$ cat src/rtl/alu_result_fifo_pkg.sv
// Shared defaults and display constants for the ALU result queue.
package alu_result_fifo_pkg;

  localparam int WIDTH_DEF = 8;
  localparam int DEPTH_DEF = 4;

  // Segment order a..g from MSB to LSB, active-low.
  localparam logic [6:0] BLANK_GLYPH = 7'b1111111;

endpackage

$ cat src/rtl/hex_decoder.sv
// Nibble to 7-segment glyph, active-low, a..g from MSB to LSB.
// Purely combinational; no handshake.
module hex_decoder (
  input  logic [3:0] nibble,
  output logic [6:0] seg
);

  always_comb begin
    seg = 7'b1111111;
    unique case (nibble)
      4'h0: seg = 7'b0000001;
      4'h1: seg = 7'b1001111;
      4'h2: seg = 7'b0010010;
      4'h3: seg = 7'b0000110;
      4'h4: seg = 7'b1001100;
      4'h5: seg = 7'b0100100;
      4'h6: seg = 7'b0100000;
      4'h7: seg = 7'b0001111;
      4'h8: seg = 7'b0000000;
      4'h9: seg = 7'b0000100;
      4'hA: seg = 7'b0001000;
      4'hB: seg = 7'b1100000;
      4'hC: seg = 7'b0110001;
      4'hD: seg = 7'b1000010;
      4'hE: seg = 7'b0110000;
      4'hF: seg = 7'b0111000;
      default: seg = 7'b1111111;
    endcase
  end

endmodule

$ cat src/rtl/alu_result_fifo.sv
// Show-ahead queue of ALU results pushed by a button edge; head visible one cycle after push.
// No input backpressure: a push into a full queue is dropped and flagged unless a pop frees the slot.
module alu_result_fifo
  import alu_result_fifo_pkg::*;
#(
  parameter int WIDTH = WIDTH_DEF,
  parameter int DEPTH = DEPTH_DEF
) (
  input  logic             clk,
  input  logic             reset,
  input  logic [WIDTH-1:0] alu_result,
  input  logic             capture,
  input  logic             out_ready,
  input  logic             clear_ovf,
  output logic [WIDTH-1:0] out_data,
  output logic             out_valid,
  output logic [2:0]       count,
  output logic             full,
  output logic             empty,
  output logic             overflow,
  output logic [6:0]       hex_lo,
  output logic [6:0]       hex_hi
);

  localparam int         AW      = $clog2(DEPTH);
  localparam logic [2:0] DEPTH_C = 3'(DEPTH);

  logic [WIDTH-1:0] mem [DEPTH];
  logic [AW-1:0]    wr_ptr;
  logic [AW-1:0]    rd_ptr;
  logic             capture_q;
  logic             push;
  logic             pop;
  logic             do_push;
  logic             drop;
  logic [6:0]       seg_lo;
  logic [6:0]       seg_hi;

  assign empty     = (count == 3'd0);
  assign full      = (count == DEPTH_C);
  assign out_valid = ~empty;

  assign push    = capture & ~capture_q;
  assign pop     = out_valid & out_ready;
  // A pop in the same cycle frees the slot, so a full queue still accepts.
  assign do_push = push & (~full | pop);
  assign drop    = push & full & ~pop;

  always_ff @(posedge clk) begin
    if (reset) begin
      wr_ptr    <= '0;
      rd_ptr    <= '0;
      count     <= 3'd0;
      overflow  <= 1'b0;
      capture_q <= 1'b1;
    end else begin
      capture_q <= capture;
      if (do_push) wr_ptr <= wr_ptr + 1'b1;
      if (pop)     rd_ptr <= rd_ptr + 1'b1;
      case ({do_push, pop})
        2'b10:   count <= count + 3'd1;
        2'b01:   count <= count - 3'd1;
        default: count <= count;
      endcase
      if (drop)           overflow <= 1'b1;
      else if (clear_ovf) overflow <= 1'b0;
    end
  end

  always_ff @(posedge clk) begin
    if (!reset && do_push) mem[wr_ptr] <= alu_result;
  end

  assign out_data = empty ? '0 : mem[rd_ptr];

  hex_decoder u_hex_lo (
    .nibble (out_data[3:0]),
    .seg    (seg_lo)
  );

  hex_decoder u_hex_hi (
    .nibble (out_data[7:4]),
    .seg    (seg_hi)
  );

  assign hex_lo = empty ? BLANK_GLYPH : seg_lo;
  assign hex_hi = empty ? BLANK_GLYPH : seg_hi;

endmodule

$ cat config.mk
export PLATFORM = sky130hd
export DESIGN_NAME = alu_result_fifo
export DESIGN_NICKNAME = d
export VERILOG_FILES = /design/src/rtl/alu_result_fifo_pkg.sv /design/src/rtl/hex_decoder.sv /design/src/rtl/alu_result_fifo.sv
export SDC_FILE = /design/constraint.sdc
export NUM_CORES = 1
export LEC_CHECK = 0
export ABC_CLOCK_PERIOD_IN_PS = 4500
export BUFFER_PORTS_ARGS = -buffer_cell sky130_fd_sc_hd__buf_2
export CAP_MARGIN = 20
export CORE_MARGIN = 5
export CORE_UTILIZATION = 57
export CTS_CLUSTER_DIAMETER = 150
export DETAILED_ROUTE_END_ITERATION = 8
export GPL_TIMING_DRIVEN = 0
export PLACE_DENSITY = 0.92
export SYNTH_ARGS = -nofsm -noshare
export SYNTH_HDL_FRONTEND = slang
export SYNTH_SLANG_ARGS = --single-unit
$ cat constraint.sdc
create_clock -name clk -period 4.5 [get_ports clk]
set_input_delay 0.9 -clock clk [delete_from_list [all_inputs] [get_ports clk]]
set_output_delay 0.9 -clock clk [all_outputs]
set_load 0.005 [all_outputs]
==> results.toml <==
[outcome]
status = "finished, final reports clean"

[sta]
min_period_ps = 3640
fmax_mhz = 275
slew_headroom_pct = 69.7
finClkSkew_ps = 5.86
tns_ps = 0
worstMarginPinSlew_ps = 455
hold_viol = 0
rsz0062_at_grt = "no"
setup_viol = 0
period_share_pct = 80.9
drv_slew = 0

[synthesis]
synth_compound_area_share_pct = 11.9
synth_xor_xnor_area_share_pct = 1.14
synth_top_family_by_area = "simple AND/OR/NAND/NOR gates"
synth_top_area_share_pct = 41.8
yosys.area.top_type = "edfxtp_1"
post-synth-top-count-cell = "edfxtp_1"
synth-adder-area-share_pct = 8.50
muxShareOfSynthArea_pct = 9.59
synth-async-reset-ratio_pct = 0
yosys.area_share.simple_pct = 12.6
synth_warnings = 0
synth_seq_area_share_pct = 51.4
syn_inst = 192
synth_area_per_cell_um2 = 12.0
synth_area_um2 = 2300
ys_top_cells_by_count = "edfxtp_1, inv_1, nor2_1, ha_1, a21oi_1"
synth_edf_count = 32
synth-seq-cells = 43
ys_top_cells_by_area = "edfxtp_1, dfxtp_1, mux4_2"
synth_nets = 220
synth_cell_type_count = 45
synthFlopType = "edfxtp_1"

[flow_run]
maxCapViolCount = 0

[grt]
grt_max_degree = 14
grt_pass1_vias = 1499
grt-ovfl-total = 0
grt_first_pass_wirelength_mm = 7.09
grt_use_total_pct = 17.5
antenna_found_initial = 0

[routing]
wirelength_mm = 4.28
post_drt_wl_per_cell_um = 14.7
first_pass_iters = 4
drc = 0
vias = 1609
antenna_left = 0
viasPerCell = 5.53
drtIter0Drc = 85

[critical_path]
cp_top_family = "buffers and inverters"
setup.worst_path.start_class = "flop"
crit_path_max_incr_delay_ps = 420
arrival_ps = 2740
required_ps = 3600
crit_chain = "or3_1 -> clkbuf_1 -> clkbuf_1 -> nand2_1 -> ha_1 -> nor2b_1 -> a2111oi_2 -> a21oi_1 -> buf_2"
cp_max_fo = 10
end_kind = "output port"
criticalPathCategory = "flop to output port"
cp_slowest_cell = "dfxtp_1"
cp_common_cell = "clkbuf_1"
crit_buf_inv = 3

[final_layout]
area_growth_pct = 15.3
fin_nets = 268
drive_above_1_share_pct = 28.6
fillers = 283
n_antenna_cell = 0

[clock_network]
cts_resized = 0
ctsHoldBuffers = 0
cts_setup_buffers = 0
cts_buffer_depth = 2
cts-htree-levels = 2
cts.sinks = 43
clock-root-buffer = "clkbuf_8"
numCtsBuffers = 5
cts_tree = "built"
path_clk_slew_ps = 70
clk_latency_ps = 290

[placed_design]
dp_hpwl_mm = 3.26
gp_congestion = 0.838
io_buffers = 41

[pwr]
power.share.switching_pct = 36.6
p_int_w = 0.000827
p_switching_w = 0.000478
power.total_w = 0.00131
peakVddDrop_mv = 0.276
p_leak_nw = 1.06
power_density_nw_per_um2 = 493
seqPwrFrac_pct = 35.3
p_clk_share_pct = 17.1
comb_power_share_pct = 47.6

[hold_path]
hold_path_class = "flop to flop"

[floorplanning]
fp.dieH_um = 73.5
die_w_um = 73.5
num_rows = 23
io_pins = 42
core_region_area_um2 = 3940
die_area_um2 = 5400
initial_utilization_pct = 58.3
-- flip-flops by register name, indices dropped and copies added (netlist names), named ones only --
| register | count |
|---|---|
| wr_ptr | 2 |
| overflow | 1 |
| rd_ptr | 2 |
| mem | 32 |
| count | 3 |
| capture_q | 1 |
-- power by group through the flow --
stage	clock network [W]	registers, W	logic [W]
after floorplan	0	0.000467	0.000422
after global placement	0	0.000468	0.000606
after detailed placement	0	0.000469	0.000622
after CTS	0.000232	0.000460	0.000624
after global routing	0.000248	0.000463	0.000696
final	0.000224	0.000460	0.000621
-- through the flow --
stage          instance area [µm²]  hold slack, ps  utilization [%]  worst slack (ps)  cells
2_1_floorplan                 2300             485                -              1630    192
3_3_place_gp                  2560             502             65.1              1240    283
3_5_place_dp                  2560             514             65.1              1170    283
4_1_cts                       2650             534             67.2               836    291
5_1_grt                       2650             571             67.2               561    291
6_report                      2650             538             67.2               859    291
-- cell type report --
| class | count | area [µm²] | area share (%) |
|---|---|---|---|
| inverters | 17 | 63.8 | 2.41 |
| clock inverters | 3 | 15.0 | 0.567 |
| multi-input cells | 123 | 1000 | 37.9 |
| well taps | 50 | 62.6 | 2.36 |
| repair buffers | 41 | 205 | 7.75 |
| clock buffers | 5 | 68.8 | 2.60 |
| plain buffers | 9 | 48.8 | 1.84 |
| flip-flops and latches | 43 | 1180 | 44.6 |
-- metal layers --
metal  wire [µm]  GRT usage [%]  up-vias  part of all wire (%)
li1            -              -      796                     -
met4          48           7.04        0                   1.1
met3         294           3.83        4                   6.9
met2        2080           28.2       53                    49
met1        1860           23.0      756                    43
met5           0              0        -                     0
-- tightest hold or removal path, cell delays in order, from the launching register on --
cell and delay (ps):
dfxtp_1 330, xor2_1 60, nor2_1 100
-- cells in the final DEF (no fill, tap or decap), types with 2 or more instances in the layout --
master    instances
and2_1            6
nand2_1           9
a31oi_1           3
mux2i_1           4
o221ai_1          2
ha_1             14
o21ai_0           5
clkinv_2          3
or2_2             2
xnor2_1           2
clkbuf_8          5
o211ai_1          2
nor3_1            7
edfxtp_1         32
o31ai_1           2
mux4_2            8
nand3_1           4
or3_1             2
dfxtp_1          11
a21oi_1          12
a21o_1            2
nor2_1           16
nor2b_1           3
buf_2            43
inv_1            17
clkbuf_1          4
-- cell families (layout without fill, tap and decap cells) --
kind of cell	Yosys count	after routing
AOI/OAI and AO/OA	37	37
xor gates and xnor gates	3	3
adders and majority gates	15	15
buffers and inverters	26	75
DFF	43	43
muxes	12	12
and+or+nand+nor	56	56
-- worst paths after layout --
| kind | startpoint | end | slack [ps] | cells past startpoint |
|---|---|---|---|---|
| max | count[0] | hex_lo[3] | 860 | 9 |
| min | rd_ptr[1] | flop | 540 | 2 |
| max reg2reg | count[0] | count[2] | 2100 | 8 |
| min reg2reg | rd_ptr[1] | flop | 540 | 2 |
Note: power is estimated with default switching activity, not from simulation.
